==> src/rtl/divu_multicycle.sv <==
// rtl/divu_multicycle.sv - sequential unsigned divider (DIVU) for the EX stage
//
// Purpose:
//   Restoring shift-subtract divider. Resolves one quotient bit per clock.
//   Quotient is the LO result and remainder is the HI result.
//   Latency from accept to done is WIDTH cycles.
//
// Optional feature macro:
//   DIVU_FAST_ZERO_EN : a zero divisor seen at accept skips the iterations,
//                       and done pulses one cycle after accept.
//
// Ports:
//   clk        in   clock, rising edge
//   rst_n      in   asynchronous active-low reset
//   start      in   request, qualified by SignalIn == DIVU (4'b0100)
//   SignalIn   in   [3:0] ALU control code of the issuing instruction
//   flush      in   synchronous pipeline cancel
//   inputA     in   [WIDTH-1:0] dividend
//   inputB     in   [WIDTH-1:0] divisor
//   busy       out  division in progress
//   done       out  one-cycle pulse, results valid
//   quotient   out  [WIDTH-1:0] LO result, held until the next done
//   remainder  out  [WIDTH-1:0] HI result, held until the next done
//   divByZero  out  divisor was zero, held with the results

module divu_multicycle #(
    parameter int WIDTH = 32
) (
    input  logic             clk,
    input  logic             rst_n,
    input  logic             start,
    input  logic [3:0]       SignalIn,
    input  logic             flush,
    input  logic [WIDTH-1:0] inputA,
    input  logic [WIDTH-1:0] inputB,
    output logic             busy,
    output logic             done,
    output logic [WIDTH-1:0] quotient,
    output logic [WIDTH-1:0] remainder,
    output logic             divByZero
);

    localparam int         CW       = $clog2(WIDTH + 1);
    localparam logic [3:0] ALU_DIVU = 4'b0100;

    typedef enum logic {
        S_IDLE = 1'b0,
        S_RUN  = 1'b1
    } state_t;

    state_t           r_state;
    logic [CW-1:0]    r_cnt;
    logic [WIDTH:0]   r_rem;        // partial remainder
    logic [WIDTH-1:0] r_quo;        // dividend bits shift out, quotient bits shift in
    logic [WIDTH-1:0] r_divisor;
    logic             r_div_zero;
    logic             r_fast;       // zero-divisor shortcut in flight

    logic             w_accept;
    logic             w_fast_zero;
    logic [WIDTH+1:0] w_shift;
    logic [WIDTH+1:0] w_trial;
    logic             w_borrow;
    logic [WIDTH:0]   w_next_rem;
    logic [WIDTH-1:0] w_next_quo;

    assign w_accept = start & (SignalIn == ALU_DIVU) & ~flush;

`ifdef DIVU_FAST_ZERO_EN
    assign w_fast_zero = (inputB == '0);
`else
    assign w_fast_zero = 1'b0;
`endif

    // One restoring step. The borrow is the MSB of the extended difference,
    // the same rule the ALU subtract path uses.
    assign w_shift    = {r_rem, r_quo[WIDTH-1]};
    assign w_trial    = w_shift - {2'b00, r_divisor};
    assign w_borrow   = w_trial[WIDTH+1];
    assign w_next_rem = w_borrow ? w_shift[WIDTH:0] : w_trial[WIDTH:0];
    assign w_next_quo = {r_quo[WIDTH-2:0], ~w_borrow};

    always_ff @(posedge clk or negedge rst_n) begin
        if (!rst_n) begin
            r_state    <= S_IDLE;
            r_cnt      <= '0;
            r_rem      <= '0;
            r_quo      <= '0;
            r_divisor  <= '0;
            r_div_zero <= 1'b0;
            r_fast     <= 1'b0;
            busy       <= 1'b0;
            done       <= 1'b0;
            quotient   <= '0;
            remainder  <= '0;
            divByZero  <= 1'b0;
        end else begin
            done <= 1'b0;
            case (r_state)
                S_IDLE: begin
                    if (w_accept) begin
                        r_quo      <= inputA;
                        r_divisor  <= inputB;
                        r_rem      <= '0;
                        r_div_zero <= (inputB == '0);
                        r_fast     <= w_fast_zero;
                        r_cnt      <= w_fast_zero ? CW'(1) : CW'(WIDTH);
                        busy       <= 1'b1;
                        r_state    <= S_RUN;
                    end
                end
                S_RUN: begin
                    if (flush) begin
                        // Cancel: results and flag keep the previous division.
                        busy    <= 1'b0;
                        r_fast  <= 1'b0;
                        r_state <= S_IDLE;
                    end else begin
                        r_rem <= w_next_rem;
                        r_quo <= w_next_quo;
                        r_cnt <= r_cnt - CW'(1);
                        if (r_cnt == CW'(1)) begin
                            done      <= 1'b1;
                            busy      <= 1'b0;
                            r_fast    <= 1'b0;
                            r_state   <= S_IDLE;
                            divByZero <= r_div_zero;
                            // In the shortcut, r_quo still holds the untouched dividend.
                            quotient  <= r_fast ? '1    : w_next_quo;
                            remainder <= r_fast ? r_quo : w_next_rem[WIDTH-1:0];
                        end
                    end
                end
                default: r_state <= S_IDLE;
            endcase
        end
    end

endmodule

==> config.mk <==
export PLATFORM = sky130hd
export DESIGN_NAME = divu_multicycle
export DESIGN_NICKNAME = d
export VERILOG_FILES = /design/src/rtl/divu_multicycle.sv
export SDC_FILE = /design/constraint.sdc
export NUM_CORES = 1
export LEC_CHECK = 0
export ABC_AREA = 1
export BUFFER_PORTS_ARGS = -buffer_cell sky130_fd_sc_hd__buf_4
export CAP_MARGIN = 40
export CORE_MARGIN = 4
export CORE_UTILIZATION = 55
export DETAILED_ROUTE_END_ITERATION = 10
export PLACE_DENSITY = 0.77
export SLEW_MARGIN = 20
export SYNTH_ARGS = -nofsm -noshare
export SYNTH_HDL_FRONTEND = slang
export SYNTH_SLANG_ARGS = --single-unit
==> constraint.sdc <==
create_clock -name clk -period 2.4 [get_ports clk]
set_input_delay 0.24 -clock clk [delete_from_list [all_inputs] [get_ports clk]]
set_output_delay 0.24 -clock clk [all_outputs]
set_load 0.01 [all_outputs]
==> results.cfg <==
[placed_design]
dp_hpwl_um = 20720
dp_slack_ps = 15.89
routabilityCongestion = 1.018
port_buffers = 138

[flow_run]
maxCapViolCount = 0

[cts]
clockRootBuffer = clkbuf_16
clock_latency_ps = 440
cts_tree = yes
cts_buffer_depth = 2
clock-sinks = 172
htree_levels = 4
clkTransAtPathRegs_ps = 70
cts_inserted_buffers = 17

[route]
dr.pass1.iters = 5
routed_via_density = 5.415
wl_per_cell_um = 15.98
wl_um = 28640
drtIter0Drc = 913
drc = 0
vias = 9704
postRouteAntennaNets = 0

[critical_path]
r2r_cells = 15
reg2reg_from = r_rem[7]
crit_buf_inv = 1
regToRegSetupSlack_ps = 90
critPathArrivalTime_ps = 2630
critPathSlowestCell = dfrtp_1
critPathMaxFanout = 13
slowest_delay_ps = 410
criticalPathCategory = flop to flop
cp_cell_sequence = ha_2, nand2_4, nor2_4, nand2_1, nand2_1, nand2_1, nand3_2, nand2_4, nand2_4, nand2_8, buf_12, nand2_8, nand2_1, nand3_1, nand2_1
start_kind = flop
path_common_cell = nand2_1
path_delay_family = simple AND/OR/NAND/NOR gates
cp-end-kind = flop
required_ps = 2720
r2r_end = r_rem[11]

[finish]
fill_cells = 1540
final_layout_size_suffix_gt1_share_pct = 19.19
area_delta_synth_final_pct = 24.30
num-nets-final = 1657
insertedDiodeCount = 0

[global_route]
grt_max_degree = 62
grt_pass1_wl_um = 44680
antenna_found_initial = 0
grt_usage_pct = 27.19
first_global_vias = 9108
gr-total-overflow = 0

[timing]
hold_violations = 0
post-route-min-period_ps = 2311
max_slew_margin_pct = 54.75
tightestPinTransition_ps = 672.6
fin_skew_ps = 12.92
slew_viol_final = 0
post-route-period-util_pct = 96.28
setup_violations = 0
fin_ws_ps = 89.30
fmax_mhz = 432.8

[logic_synthesis]
syn_nets = 1505
ys_types = 41
synth_area_sq_mm = 0.01008
synth_edf_count = 0
post-synth-top-count-cell = nand2_1
ys_top_cells_by_count = nand2_1 (485), inv_1 (220), dfrtp_1 (172)
postSynthCellCount = 1398
yosys-top-cells-area = dfrtp_1 (43%), nand2_1 (18%), inv_1 (8.2%), nand3_1 (6.5%), ha_1 (4.2%)
async_flop_share_pct = 100.0
synth_top_cell_by_area = dfrtp_1
ys_ff_latch = 172
yosysSeqAreaShare_pct = 42.69
yosysWarnings = 0
synthFlopType = dfrtp_1
synth_top_area_share_pct = 42.69
syn_avg_cell_area_sq_um = 7.213

[die]
dieArea_sq_mm = 0.02056
coreArea_sq_mm = 0.01802
num_rows = 49
pin_count = 139
die_w_um = 143.4
initial_core_util_pct = 55.94
die_y_um = 143.4

[power]
p_total_mw = 7.870
power_leakage_nw = 6.789
ir_drop_uv = 533.4
powerDensity_mw_per_mm2 = 627.9

[worst_hold_path]
holdCritStartpoint = inputB[4]
hold_end = r_divisor[4]
hp-class = primary input to flop
whs_path_depth = 3

[status]
status = finished, final reports clean
[worst max path at each step]
stage,cells after the start,slack (ps),startpoint,endpoint
3_3_place_gp,18,140,r_quo[31],remainder[28]
5_1_grt,15,-30,r_divisor[8],r_rem[19]
4_1_cts,18,9,r_quo[31],remainder[28]
6_report,15,90,r_rem[7],r_rem[11]
3_5_place_dp,18,20,r_quo[31],r_rem[28]
2_1_floorplan,14,340,r_rem[6],remainder[0]
[cells in the final DEF (no fill, tap or decap), types with 4 or more instances in the layout]
cell | netlist | layout
ha_2 | 0 | 4
nand3_2 | 2 | 4
nand2_2 | 8 | 17
nand2_4 | 4 | 6
nor2_1 | 47 | 40
a21oi_1 | 26 | 24
nor2_2 | 3 | 8
nand2_1 | 485 | 475
ha_4 | 0 | 16
buf_4 | 2 | 165
o211ai_1 | 31 | 31
clkbuf_16 | 0 | 19
o21ai_1 | 28 | 28
nand3b_1 | 5 | 5
inv_1 | 220 | 217
nor2_4 | 3 | 5
xnor2_1 | 14 | 14
inv_2 | 13 | 16
o21bai_1 | 4 | 4
a21oi_2 | 4 | 4
xor2_1 | 5 | 5
buf_12 | 0 | 9
ha_1 | 34 | 14
o21ai_0 | 76 | 76
nand4_1 | 10 | 10
nand3_1 | 130 | 128
nor4_1 | 7 | 7
dfrtp_1 | 172 | 171
nor3_1 | 7 | 6
[worst reg2reg max path, cell delays in order (launching register included)]
cell and delay [ps]:
dfrtp_1 410, ha_2 400, nand2_4 90, nor2_4 140, nand2_1 90, nand2_1 70
nand2_1 60, nand3_2 100, nand2_4 80, nand2_4 100, nand2_8 110, buf_12 160
nand2_8 130, nand2_1 120, nand3_1 90, nand2_1 60
[per-stage QoR]
step	hold slack, ps	instance area [sq um]	util [%]	setup TNS [ps]	std cells
final	16.97	12530	69.53	0	1792
after global routing	14.74	12530	69.53	-133.5	1792
after CTS	14.66	12060	66.92	0	1782
after detailed placement	229.9	11510	63.83	0	1749
after global placement	231.1	11510	63.83	0	1749
after floorplan	-55.59	10080	-	0	1398
[state kept, by name, indices dropped and copies added (netlist names)]
name	flops
r_rem	33
quotient	32
r_divisor	32
r_quo	32
remainder	32
r_cnt	6
busy	1
divByZero	1
done	1
r_div_zero	1
r_state	1
[cells by family (layout without fill, tap and decap cells)]
logic type               Yosys count  after routing  synth area share [%]
AO/OA/AOI/OAI                    176            176                 10.01
flip-flops                       172            172                 42.69
AND/OR/NAND/NOR                  716            718                 30.45
XOR/XNOR                          19             19                 1.650
buffers and inverters            280            443                 10.78
adder cells (fa/ha/maj)           35             35                 4.417
[routing by layer]
layer  GRT usage [%]  part of all wire, %  vias to the layer above
met5               0                    0                        -
met1           38.21                   43                     4551
met3           4.692                  8.6                       53
li1                -                    -                     4707
met4           7.037                  2.3                        0
met2           44.08                   46                      393
[layout make-up]
type / count / area (sq um) / area share [%]
clock inverters: 13 / 112.6 / 0.8985
repair buffers: 178 / 1490 / 11.89
inverters: 233 / 874.6 / 6.978
multi-input cells: 948 / 5031 / 40.14
well taps: 229 / 286.5 / 2.286
clock buffers: 19 / 432.9 / 3.454
flip-flops and latches: 172 / 4305 / 34.35
[power breakdown]
part / switching (mW) / internal (mW) / total (mW)
logic: 1.14 / 0.733 / 1.87
clock network: 1.25 / 1.35 / 2.60
registers: 0.138 / 3.26 / 3.40
[what timing repair did]
item                                   4_1_cts  5_1_grt
setup endpoints to repair                    0       67
endpoints found under the hold margin       53        0
resized for setup                            0       60
setup buffers                                0        6
hold buffers                                 1        0
(Power assumes the default switching activity.)
